--- config.mk ---
export PLATFORM = sky130hd
export DESIGN_NAME = sensor_scan_ctrl
export DESIGN_NICKNAME = d
export VERILOG_FILES = /design/src/rtl/sensor_scan_ctrl.sv
export SDC_FILE = /design/constraint.sdc
export NUM_CORES = 1
export LEC_CHECK = 0
export ABC_AREA = 1
export CAP_MARGIN = 20
export CORE_AREA = 5 5 85 87
export CTS_BUF_LIST = sky130_fd_sc_hd__clkbuf_8
export CTS_CLUSTER_SIZE = 12
export DETAILED_ROUTE_END_ITERATION = 10
export DIE_AREA = 0 0 90 92
export PLACE_DENSITY = 0.78
export SYNTH_ARGS = -nofsm -noshare
export SYNTH_HDL_FRONTEND = slang
export SYNTH_SLANG_ARGS = --single-unit
--- constraint.sdc ---
create_clock -name clk -period 2.15 [get_ports clk]
set_clock_uncertainty 0.15 [all_clocks]
set_input_delay 0.43 -clock clk [delete_from_list [all_inputs] [get_ports clk]]
set_output_delay 0.43 -clock clk [all_outputs]
set_load 0.02 [all_outputs]
--- src/rtl/sensor_scan_ctrl.sv ---
// sensor_scan_ctrl
// Scans N_SENSORS read channels one at a time. Each channel is selected for
// SETTLE_CYCLES cycles and then sampled on three consecutive cycles. The
// majority-voted result and a disagreement flag are offered on a
// valid/ready port. Completed scans and accepted faulty results are counted.
// An abort returns the block to IDLE at any point and discards work in flight.

module sensor_scan_ctrl #(
    parameter int N_SENSORS     = 8,   // channels scanned, 2..32
    parameter int SETTLE_CYCLES = 4    // select-to-sample settle time, 1..255
) (
    input  logic                 clk,
    input  logic                 rst,
    input  logic                 start,
    input  logic                 continuous,
    input  logic                 abort,
    input  logic [N_SENSORS-1:0] sens_in,
    output logic [N_SENSORS-1:0] sel,
    output logic                 out_valid,
    input  logic                 out_ready,
    output logic [4:0]           out_idx,
    output logic                 out_bit,
    output logic                 out_fault,
    output logic                 busy,
    output logic                 done,
    output logic [15:0]          scan_count,
    output logic [7:0]           fault_count
);

    typedef enum logic [1:0] {
        IDLE,
        SETTLE,
        SAMPLE,
        REPORT
    } state_t;

    // One-hot select for channel 0; other channels are shifted from this.
    localparam logic [N_SENSORS-1:0] SEL_ONE     = N_SENSORS'(1);
    localparam logic [4:0]           LAST_IDX    = 5'(N_SENSORS - 1);
    localparam logic [7:0]           SETTLE_LAST = 8'(SETTLE_CYCLES - 1);
    // Three samples are taken; the counter runs 2,1,0 across them.
    localparam logic [7:0]           SAMPLE_LAST = 8'd2;

    // State and registered outputs
    state_t                 state_q;
    logic [4:0]             idx_q;
    logic [7:0]             cnt_q;
    logic [1:0]             samp_q;
    logic [N_SENSORS-1:0]   sel_q;
    logic                   out_valid_q;
    logic [4:0]             out_idx_q;
    logic                   out_bit_q;
    logic                   out_fault_q;
    logic                   busy_q;
    logic                   done_q;
    logic [15:0]            scan_count_q;
    logic [7:0]             fault_count_q;

    // Combinational helpers feeding the state register
    logic                   cur_bit_d;
    logic                   last_ch_d;
    logic                   hs_d;
    logic [4:0]             nxt_idx_d;
    logic [N_SENSORS-1:0]   nxt_sel_d;
    logic                   vote_bit_d;
    logic                   vote_fault_d;

    // Derive the selected sensor level, the next channel and the 2-of-3 vote.
    always_comb begin
        // NOTE: every signal driven here is assigned on every path, so no
        // latch can be inferred; add new outputs with a default at the top.
        // sel_q is one-hot on the active channel while sampling, so masking
        // and OR-reducing picks that channel without a variable bit index.
        cur_bit_d    = |(sens_in & sel_q);
        last_ch_d    = (idx_q == LAST_IDX);
        hs_d         = out_valid_q & out_ready;
        nxt_idx_d    = last_ch_d ? 5'd0 : idx_q + 5'd1;
        nxt_sel_d    = SEL_ONE << nxt_idx_d;
        vote_bit_d   = (samp_q[1] & samp_q[0])
                     | (samp_q[1] & cur_bit_d)
                     | (samp_q[0] & cur_bit_d);
        vote_fault_d = ~((samp_q[1] == samp_q[0]) && (samp_q[0] == cur_bit_d));
    end

    // Scan sequencer: state, channel index, timers, result and counters.
    always_ff @(posedge clk) begin
        // NOTE: reset is synchronous, so it is tested inside the clocked
        // block and takes effect only on a rising edge; it overrides abort
        // and every other input.
        if (rst) begin
            state_q       <= IDLE;
            idx_q         <= 5'd0;
            cnt_q         <= 8'd0;
            samp_q        <= 2'b00;
            sel_q         <= '0;
            out_valid_q   <= 1'b0;
            out_idx_q     <= 5'd0;
            out_bit_q     <= 1'b0;
            out_fault_q   <= 1'b0;
            busy_q        <= 1'b0;
            done_q        <= 1'b0;
            scan_count_q  <= 16'd0;
            fault_count_q <= 8'd0;
        end else begin
            // NOTE: non-blocking assignments throughout, so every branch
            // below reads the pre-edge value of each register.
            done_q <= 1'b0;

            if (abort) begin
                // Abort wins over start and handshake: drop everything and
                // leave the counters untouched.
                state_q     <= IDLE;
                idx_q       <= 5'd0;
                sel_q       <= '0;
                out_valid_q <= 1'b0;
                busy_q      <= 1'b0;
            end else begin
                unique case (state_q)
                    IDLE: begin
                        if (start) begin
                            state_q <= SETTLE;
                            idx_q   <= 5'd0;
                            sel_q   <= SEL_ONE;
                            cnt_q   <= SETTLE_LAST;
                            busy_q  <= 1'b1;
                        end
                    end

                    SETTLE: begin
                        if (cnt_q == 8'd0) begin
                            state_q <= SAMPLE;
                            cnt_q   <= SAMPLE_LAST;
                        end else begin
                            cnt_q <= cnt_q - 8'd1;
                        end
                    end

                    SAMPLE: begin
                        if (cnt_q == 8'd0) begin
                            // Third sample is used live in the vote, so the
                            // result is ready the cycle REPORT begins.
                            state_q     <= REPORT;
                            sel_q       <= '0;
                            out_valid_q <= 1'b1;
                            out_idx_q   <= idx_q;
                            out_bit_q   <= vote_bit_d;
                            out_fault_q <= vote_fault_d;
                        end else begin
                            samp_q <= {samp_q[0], cur_bit_d};
                            cnt_q  <= cnt_q - 8'd1;
                        end
                    end

                    REPORT: begin
                        // Outputs hold until the consumer takes the result.
                        if (hs_d) begin
                            out_valid_q <= 1'b0;
                            if (out_fault_q && (fault_count_q != 8'hFF)) begin
                                fault_count_q <= fault_count_q + 8'd1;
                            end
                            if (last_ch_d) begin
                                done_q       <= 1'b1;
                                scan_count_q <= scan_count_q + 16'd1;
                            end
                            if (!last_ch_d || continuous) begin
                                state_q <= SETTLE;
                                idx_q   <= nxt_idx_d;
                                sel_q   <= nxt_sel_d;
                                cnt_q   <= SETTLE_LAST;
                            end else begin
                                state_q <= IDLE;
                                idx_q   <= 5'd0;
                                busy_q  <= 1'b0;
                            end
                        end
                    end

                    default: begin
                        state_q <= IDLE;
                        sel_q   <= '0;
                        busy_q  <= 1'b0;
                    end
                endcase
            end
        end
    end

    assign sel         = sel_q;
    assign out_valid   = out_valid_q;
    assign out_idx     = out_idx_q;
    assign out_bit     = out_bit_q;
    assign out_fault   = out_fault_q;
    assign busy        = busy_q;
    assign done        = done_q;
    assign scan_count  = scan_count_q;
    assign fault_count = fault_count_q;

endmodule

==> results of run 1 <==
## kinds of logic (layout without fill, tap and decap cells)
family | count (synthesis) | after routing | synth area share, %
DFF | 59 | 59 | 35.2
AOI/OAI and AO/OA | 79 | 79 | 12.5
adders and majority gates | 11 | 11 | 4.10
xor gates and xnor gates | 11 | 11 | 2.87
and+or+nand+nor | 245 | 245 | 35.7
buffers and inverters | 74 | 142 | 9.62
## metrics by stage
step           hold WS (ps)  cells  utilization [%]
2_1_floorplan           290    479                -
3_3_place_gp            301    608             63.6
3_5_place_dp            312    608             63.6
4_1_cts                 322    624             67.1
5_1_grt                 346    624             67.1
6_report                318    624             67.1
## how the worst min path moves through the flow
stage	slack, ps	depth (start not counted)	to	start
after global routing	350	2	samp_q[1]$_SDFFE_PP0P_	samp_q[1]$_SDFFE_PP0P_
after detailed placement	310	2	samp_q[1]$_SDFFE_PP0P_	samp_q[1]$_SDFFE_PP0P_
after floorplan	290	2	samp_q[1]$_SDFFE_PP0P_	samp_q[1]$_SDFFE_PP0P_
after global placement	300	2	samp_q[1]$_SDFFE_PP0P_	samp_q[1]$_SDFFE_PP0P_
after CTS	320	2	samp_q[1]$_SDFFE_PP0P_	samp_q[1]$_SDFFE_PP0P_
final	320	2	samp_q[1]$_SDFFE_PP0P_	samp_q[1]$_SDFFE_PP0P_
## cell usage after synthesis (5+ instances only)
cell type | n | area (um^2)
sky130_fd_sc_hd__o21ai_1 | 17 | 85.1
sky130_fd_sc_hd__clkbuf_1 | 5 | 18.8
sky130_fd_sc_hd__nand2_4 | 6 | 67.6
sky130_fd_sc_hd__nand2_2 | 6 | 37.5
sky130_fd_sc_hd__inv_2 | 9 | 33.8
sky130_fd_sc_hd__xnor2_1 | 5 | 43.8
sky130_fd_sc_hd__nand2_1 | 117 | 439
sky130_fd_sc_hd__nor3_1 | 8 | 40.0
sky130_fd_sc_hd__xor2_1 | 6 | 52.6
sky130_fd_sc_hd__nor2_4 | 5 | 56.3
sky130_fd_sc_hd__nand3_2 | 5 | 50.1
sky130_fd_sc_hd__buf_6 | 5 | 56.3
sky130_fd_sc_hd__dfxtp_1 | 59 | 1180
sky130_fd_sc_hd__nand4_1 | 8 | 50.1
sky130_fd_sc_hd__a21oi_1 | 40 | 200
sky130_fd_sc_hd__ha_1 | 11 | 138
sky130_fd_sc_hd__nand3_1 | 22 | 110
sky130_fd_sc_hd__nor2_1 | 56 | 210
sky130_fd_sc_hd__inv_1 | 51 | 191
sky130_fd_sc_hd__o21ai_0 | 16 | 80.1
## critical path, cell delays in order, from the launching register on
cell                      delay (ps)
sky130_fd_sc_hd__dfxtp_1         400
sky130_fd_sc_hd__inv_1           110
sky130_fd_sc_hd__ha_1            200
sky130_fd_sc_hd__inv_1            70
sky130_fd_sc_hd__or2_1           120
sky130_fd_sc_hd__nand2_1         100
sky130_fd_sc_hd__a21oi_1         280
sky130_fd_sc_hd__inv_1           170
sky130_fd_sc_hd__o21ai_0         190
sky130_fd_sc_hd__a21oi_1          80
## where the power goes
part           internal, uW  switching, uW
combinational           183            295
sequential             1130           34.6
clock                   662            437
total                  1980            767
## area by class of cell
| cell class | instances | area share (%) |
|---|---|---|
| Clock buffer | 13 | 4.25 |
| Clock inverter | 3 | 1.04 |
| Inverter | 63 | 5.70 |
| Multi-Input combinational cell | 346 | 43.9 |
| Sequential cell | 59 | 28.0 |
| Tap cell | 77 | 2.29 |
| Timing Repair Buffer | 63 | 14.8 |
## registers in the layout (all words and copies together), names as in the netlist
| name | flops |
|---|---|
| busy | 1 |
| cnt_q | 8 |
| done | 1 |
| fault_count | 8 |
| idx_q | 5 |
| out_bit | 1 |
| out_fault | 1 |
| out_idx | 5 |
| out_valid | 1 |
| samp_q | 2 |
| scan_count | 16 |
| sel | 8 |
| state_q | 2 |
## routing by layer
metal	share of wire [%]	track usage, %	up-vias
li1	-	-	1653
met1	44	23.5	1482
met2	49	33.2	85
met3	5.7	5.56	9
met4	1.3	6.20	0
met5	0	0	-
==> metrics.md, run 1 <==
| Metric | Value |
|---|---|
| Total routing resource utilization after global routing | `19.4%` |
| Setup bufs post-CTS | `0` |
| Worst VDD drop | `0.000396 V` |
| Number of antenna diodes | `0` |
| Via-per-instance ratio | `5.17` |
| Final design instance area without fill | `0.00421 mm^2` |
| Final global-route overflow total | `0` |
| HPWL Detailed | `5880 um` |
| Share of post-route cells with drive strength above 1 | `12.4%` |
| Number of antenna violations at the first check in global routing | `0` |
| Worst Path Class, Setup | `flop to flop` |
| Worst reg2reg startpoint | `state_q[0]$_SDFFE_PP0P_` |
| Synth-to-Final Area Change | `25.6%` |
| FF-to-FF End | `busy$_SDFFE_PP0P_` |
| Post-synth net total | `504` |
| DRC violation count after routing | `0` |
| Final nets | `567` |
| Fmax | `0.503 GHz` |
| Most common flop cell mapped by yosys | `sky130_fd_sc_hd__dfxtp_1` |
| Launching element type of the critical path | `flop` |
| Count of flip-flops with a built-in enable after synthesis | `0` |
| Number of standard cells after synthesis | `479` |
| Final number of hold-violating endpoints | `0` |
| CTS tree | `done` |
| Final Cycle Share | `92.5%` |
| Area occupied by multi-input gates | `0.00185 mm^2` |
| Clock sink total | `59` |
| Height of the die | `92 um` |
| Result of the run | `finished clean` |
| Arrival time at the worst endpoint | `2030 ps` |
| Leakage power | `0.00171 uW` |
| Initial core utilization | `53.4%` |
| Asr flop ratio synth | `0%` |
| Count of state elements after synthesis | `59` |
| Relative slew margins | `72.0%` |
| # setup viols final | `0` |
| Clock latency at the later pin of the worst-skew pair | `330 ps` |
| Number of H-tree levels | `3` |
| Die area | `0.00828 mm^2` |
| Worst Slack Setup Final | `161 ps` |
| Setup repair after global routing missed its margin | `true` |
| Post-place setup slack | `6.70 ps` |
| Count of routing violations after the opening detailed-route iteration | `158` |
| Clk root buf | `sky130_fd_sc_hd__clkbuf_8` |
| Number of clock buffers inserted by TritonCTS | `9` |
| First-pass GRT wire length | `13700 um` |
| Number of ports placed on the die boundary | `56` |
| Register area | `0.00118 mm^2` |
| Post-Place Cell Area | `0.00399 mm^2` |
| Fill count | `528` |
| Routed WL per cell | `12.6 um` |
| Worst-path fanout max | `5` |
| Wire length reported by the detailed router | `7870 um` |
| Reg2Reg Setup Slack | `160 ps` |
| Clock Path Buffers | `2` |
| CTS Hold Buffers Added | `0` |
| ANT nets after route | `0` |
| Post-synthesis instance area | `0.00335 mm^2` |
| Number of cells on the worst reg-to-reg path | `9` |
| Most common library cell in the layout ignoring fill and taps | `sky130_fd_sc_hd__nand2_1` |
| Via count of the first global-routing pass | `3127` |
| Number of core rows | `29` |
| Req. time, crit path | `2200 ps` |
| Highest-count cells in the layout ignoring fill and taps | `117 x sky130_fd_sc_hd__nand2_1, 59 x sky130_fd_sc_hd__dfxtp_1, 56 x sky130_fd_sc_hd__nor2_1` |
| HP Class | `flop to flop` |
| Mean Syn Cell Area | `7.00 um^2` |
| Max Cap Viol | `0` |
| Final Critical Period | `1990 ps` |
| Die Width | `90 um` |
| Routability-driven placement congestion ratio | `0.873` |
| Worst setup path startpoint | `state_q[0]$_SDFFE_PP0P_` |
| End point of the critical path | `busy$_SDFFE_PP0P_` |
| Core Region | `0.00628 mm^2` |
| Setup TNS Final | `0 ps` |
| Largest net degree at the start of global routing | `19` |
| Total vias in the final route | `3229` |
| Warnings from Yosys | `0` |
| Number of resized instances in the post-cts repair step | `0` |
| CP endpoint kind | `flop` |
| Max-slew violations | `0` |
| Proportion of synthesized chip area in sequential cells | `35.2%` |
| Port Buffer Count | `55` |
| Slew of the pin with the lowest slew margin | `420 ps` |
| DRT Pass-1 Iters | `7` |
| Clock transition at the register clock pins on the worst setup and hold paths after CTS | `60 ps` |
| Total power | `2740 uW` |
| Power per unit of standard cell area | `651 mW/mm^2` |
| Synth cell types | `37` |
(Power assumes the default switching activity.)
==> run 2, diff against run 1 <==
- CORE_AREA: 5 5 85 87 -> 2 2 82 84
- DIE_AREA: 0 0 90 92 -> 0 0 84 86
- SKIP_CTS_REPAIR_TIMING: default -> 1
- TNS_END_PERCENT: default -> 50
==> metrics.md, run 2 (synthesis results as in run 1) <==
| Metric | Value |
|---|---|
| Setup repair after global routing missed its margin | `false (was true)` |
| Final design instance area without fill | `0.00413 mm^2 (was 0.00421 mm^2)` |
| Number of H-tree levels | `3 (unchanged)` |
| Number of clock buffers inserted by TritonCTS | `9 (unchanged)` |
| Largest net degree at the start of global routing | `24 (was 19)` |
| DRC violation count after routing | `0 (unchanged)` |
| CTS tree | `done (unchanged)` |
| ANT nets after route | `0 (unchanged)` |
| Clock Path Buffers | `2 (unchanged)` |
| Number of ports placed on the die boundary | `56 (unchanged)` |
| Port Buffer Count | `55 (unchanged)` |
| Post-place setup slack | `-27.8 ps (was 6.70 ps)` |
| Number of antenna violations at the first check in global routing | `0 (unchanged)` |
| Req. time, crit path | `2230 ps (was 2200 ps)` |
| Count of routing violations after the opening detailed-route iteration | `138 (was 158)` |
| Clock transition at the register clock pins on the worst setup and hold paths after CTS | `60 ps (about the same)` |
| Worst VDD drop | `0.000402 V (was 0.000396 V)` |
| Final Cycle Share | `93.1% (was 92.5%)` |
| Clk root buf | `sky130_fd_sc_hd__clkbuf_8 (unchanged)` |
| Number of core rows | `29 (unchanged)` |
| Die area | `0.00722 mm^2 (was 0.00828 mm^2)` |
| Number of antenna diodes | `0 (unchanged)` |
| Clock network fraction of design power | `33.7% (was 40.1%)` |
| Area occupied by multi-input gates | `0.00185 mm^2 (unchanged)` |
| Max Cap Viol | `0 (unchanged)` |
| Slew of the pin with the lowest slew margin | `680 ps (was 420 ps)` |
| Number of flip-flops in the largest register | `16 (unchanged)` |
| Synth-to-Final Area Change | `23.2% (was 25.6%)` |
| Via count of the first global-routing pass | `3060 (was 3127)` |
| Sequential share of power | `46.9% (was 42.5%)` |
| Combinational power share | `19.4% (was 17.4%)` |
| Total power | `2480 uW (was 2740 uW)` |
| Routability-driven placement congestion ratio | `0.897 (was 0.873)` |
| Number of cells on the worst reg-to-reg path | `11 (was 9)` |
| Setup TNS Final | `0 ps (unchanged)` |
| Power per unit of standard cell area | `601 mW/mm^2 (was 651 mW/mm^2)` |
| Worst Path Class, Setup | `flop to flop (unchanged)` |
| HPWL Detailed | `5710 um (was 5880 um)` |
| Launching element type of the critical path | `flop (unchanged)` |
| Final number of hold-violating endpoints | `0 (unchanged)` |
| DRT Pass-1 Iters | `4 (was 7)` |
| # setup viols final | `0 (unchanged)` |
| Final global-route overflow total | `0 (unchanged)` |
| Die Width | `84 um (was 90 um)` |
| Fmax | `0.499 GHz (was 0.503 GHz)` |
| Via-per-instance ratio | `5.14 (was 5.17)` |
| Core Region | `0.00628 mm^2 (unchanged)` |
| First-pass GRT wire length | `13300 um (was 13700 um)` |
| Routed WL per cell | `12.2 um (was 12.6 um)` |
| Fill count | `555 (was 528)` |
| Register area | `0.00118 mm^2 (unchanged)` |
| Sw frac | `29.9% (was 27.9%)` |
| Share of post-route cells with drive strength above 1 | `11.7% (was 12.4%)` |
| Height of the die | `86 um (was 92 um)` |
| Post-route worst hold slack | `316 ps (was 318 ps)` |
| Result of the run | `finished clean (unchanged)` |
| Relative slew margins | `54.6% (was 72.0%)` |
| Most common library cell in the layout ignoring fill and taps | `sky130_fd_sc_hd__nand2_1 (unchanged)` |
| Worst-path fanout max | `16 (was 5)` |
| HP Class | `flop to flop (unchanged)` |
| Int Power | `1740 uW (was 1980 uW)` |
| Highest-count cells in the layout ignoring fill and taps | `117 x sky130_fd_sc_hd__nand2_1, 59 x sky130_fd_sc_hd__dfxtp_1, 56 x sky130_fd_sc_hd__nor2_1 (unchanged)` |
| Clock latency at the later pin of the worst-skew pair | `330 ps (about the same)` |
| Net switching power figure | `743 uW (was 767 uW)` |
| Total routing resource utilization after global routing | `22.6% (was 19.4%)` |
| Post-Place Cell Area | `0.00397 mm^2 (was 0.00399 mm^2)` |
| Max-slew violations | `0 (unchanged)` |
| Arrival time at the worst endpoint | `2080 ps (was 2030 ps)` |
| Clock sink total | `59 (unchanged)` |
| Wire length reported by the detailed router | `7610 um (was 7870 um)` |
| Final Critical Period | `2000 ps (was 1990 ps)` |
| Final nets | `566 (was 567)` |
| CP endpoint kind | `flop (unchanged)` |
| Total vias in the final route | `3195 (was 3229)` |
| Worst Slack Setup Final | `147 ps (was 161 ps)` |
| Cells on Worst Hold Path | `2 (unchanged)` |
| Leakage power | `0.00168 uW (was 0.00171 uW)` |
| Initial core utilization | `53.4% (unchanged)` |
-- run 2: cell type report --
| class | instances | area share, % |
|---|---|---|
| well taps | 77 | 2.33 |
| clock inverters | 5 | 0.545 |
| flip-flops and latches | 59 | 28.6 |
| repair buffers | 62 | 14.6 |
| clock buffers | 10 | 3.33 |
| inverters | 63 | 5.81 |
| multi-input cells | 346 | 44.8 |
-- run 2: power by group through the flow --
stage | Sequential [uW] | Combinational, uW | Clock, uW
after CTS | 1160 | 479 | 858
final | 1160 | 481 | 837
after floorplan | 1200 | 334 | 0
after detailed placement | 1190 | 475 | 0
after global placement | 1190 | 462 | 0
after global routing | 1170 | 538 | 907
-- run 2: per-stage QoR --
stage               cells  util (%)
floorplan             479         -
global placement      607      63.3
detailed placement    607      63.3
CTS                   622      65.8
global route          622      65.8
finish                622      65.8
-- run 2: critical path, cell delays in order, from the launching register on --
cell                      delay (ps)
sky130_fd_sc_hd__dfxtp_1         400
sky130_fd_sc_hd__inv_1           120
sky130_fd_sc_hd__ha_1            200
sky130_fd_sc_hd__inv_1            60
sky130_fd_sc_hd__or2_1           110
sky130_fd_sc_hd__nand2_1          90
sky130_fd_sc_hd__inv_2           100
sky130_fd_sc_hd__nand2_2          90
sky130_fd_sc_hd__nor2_8          250
sky130_fd_sc_hd__nand2_1         170
sky130_fd_sc_hd__nand3_1         110
sky130_fd_sc_hd__nor2_1           60
-- run 2: worst paths after layout --
check / from / slack, ps / end
max: state_q[0]$_SDFFE_PP0P_ / 150 / cnt_q[7]$_SDFFE_PP0P_
min: samp_q[1]$_SDFFE_PP0P_ / 320 / samp_q[1]$_SDFFE_PP0P_
max reg2reg: state_q[0]$_SDFFE_PP0P_ / 150 / cnt_q[7]$_SDFFE_PP0P_
min reg2reg: samp_q[1]$_SDFFE_PP0P_ / 320 / samp_q[1]$_SDFFE_PP0P_
-- run 2: metal layers --
metal	vias up	part of all wire, %	global-route usage, %
met5	-	0	0
met1	1461	47	27.0
met3	11	3.7	3.27
li1	1657	-	-
met4	0	1.9	9.09
met2	66	48	40.9
==> run 3, diff against run 2 <==
- SKIP_CTS_REPAIR_TIMING: 1 -> default
==> results of run 3 <==
The final DEF is identical to that of run 2; final timing and power are the same.
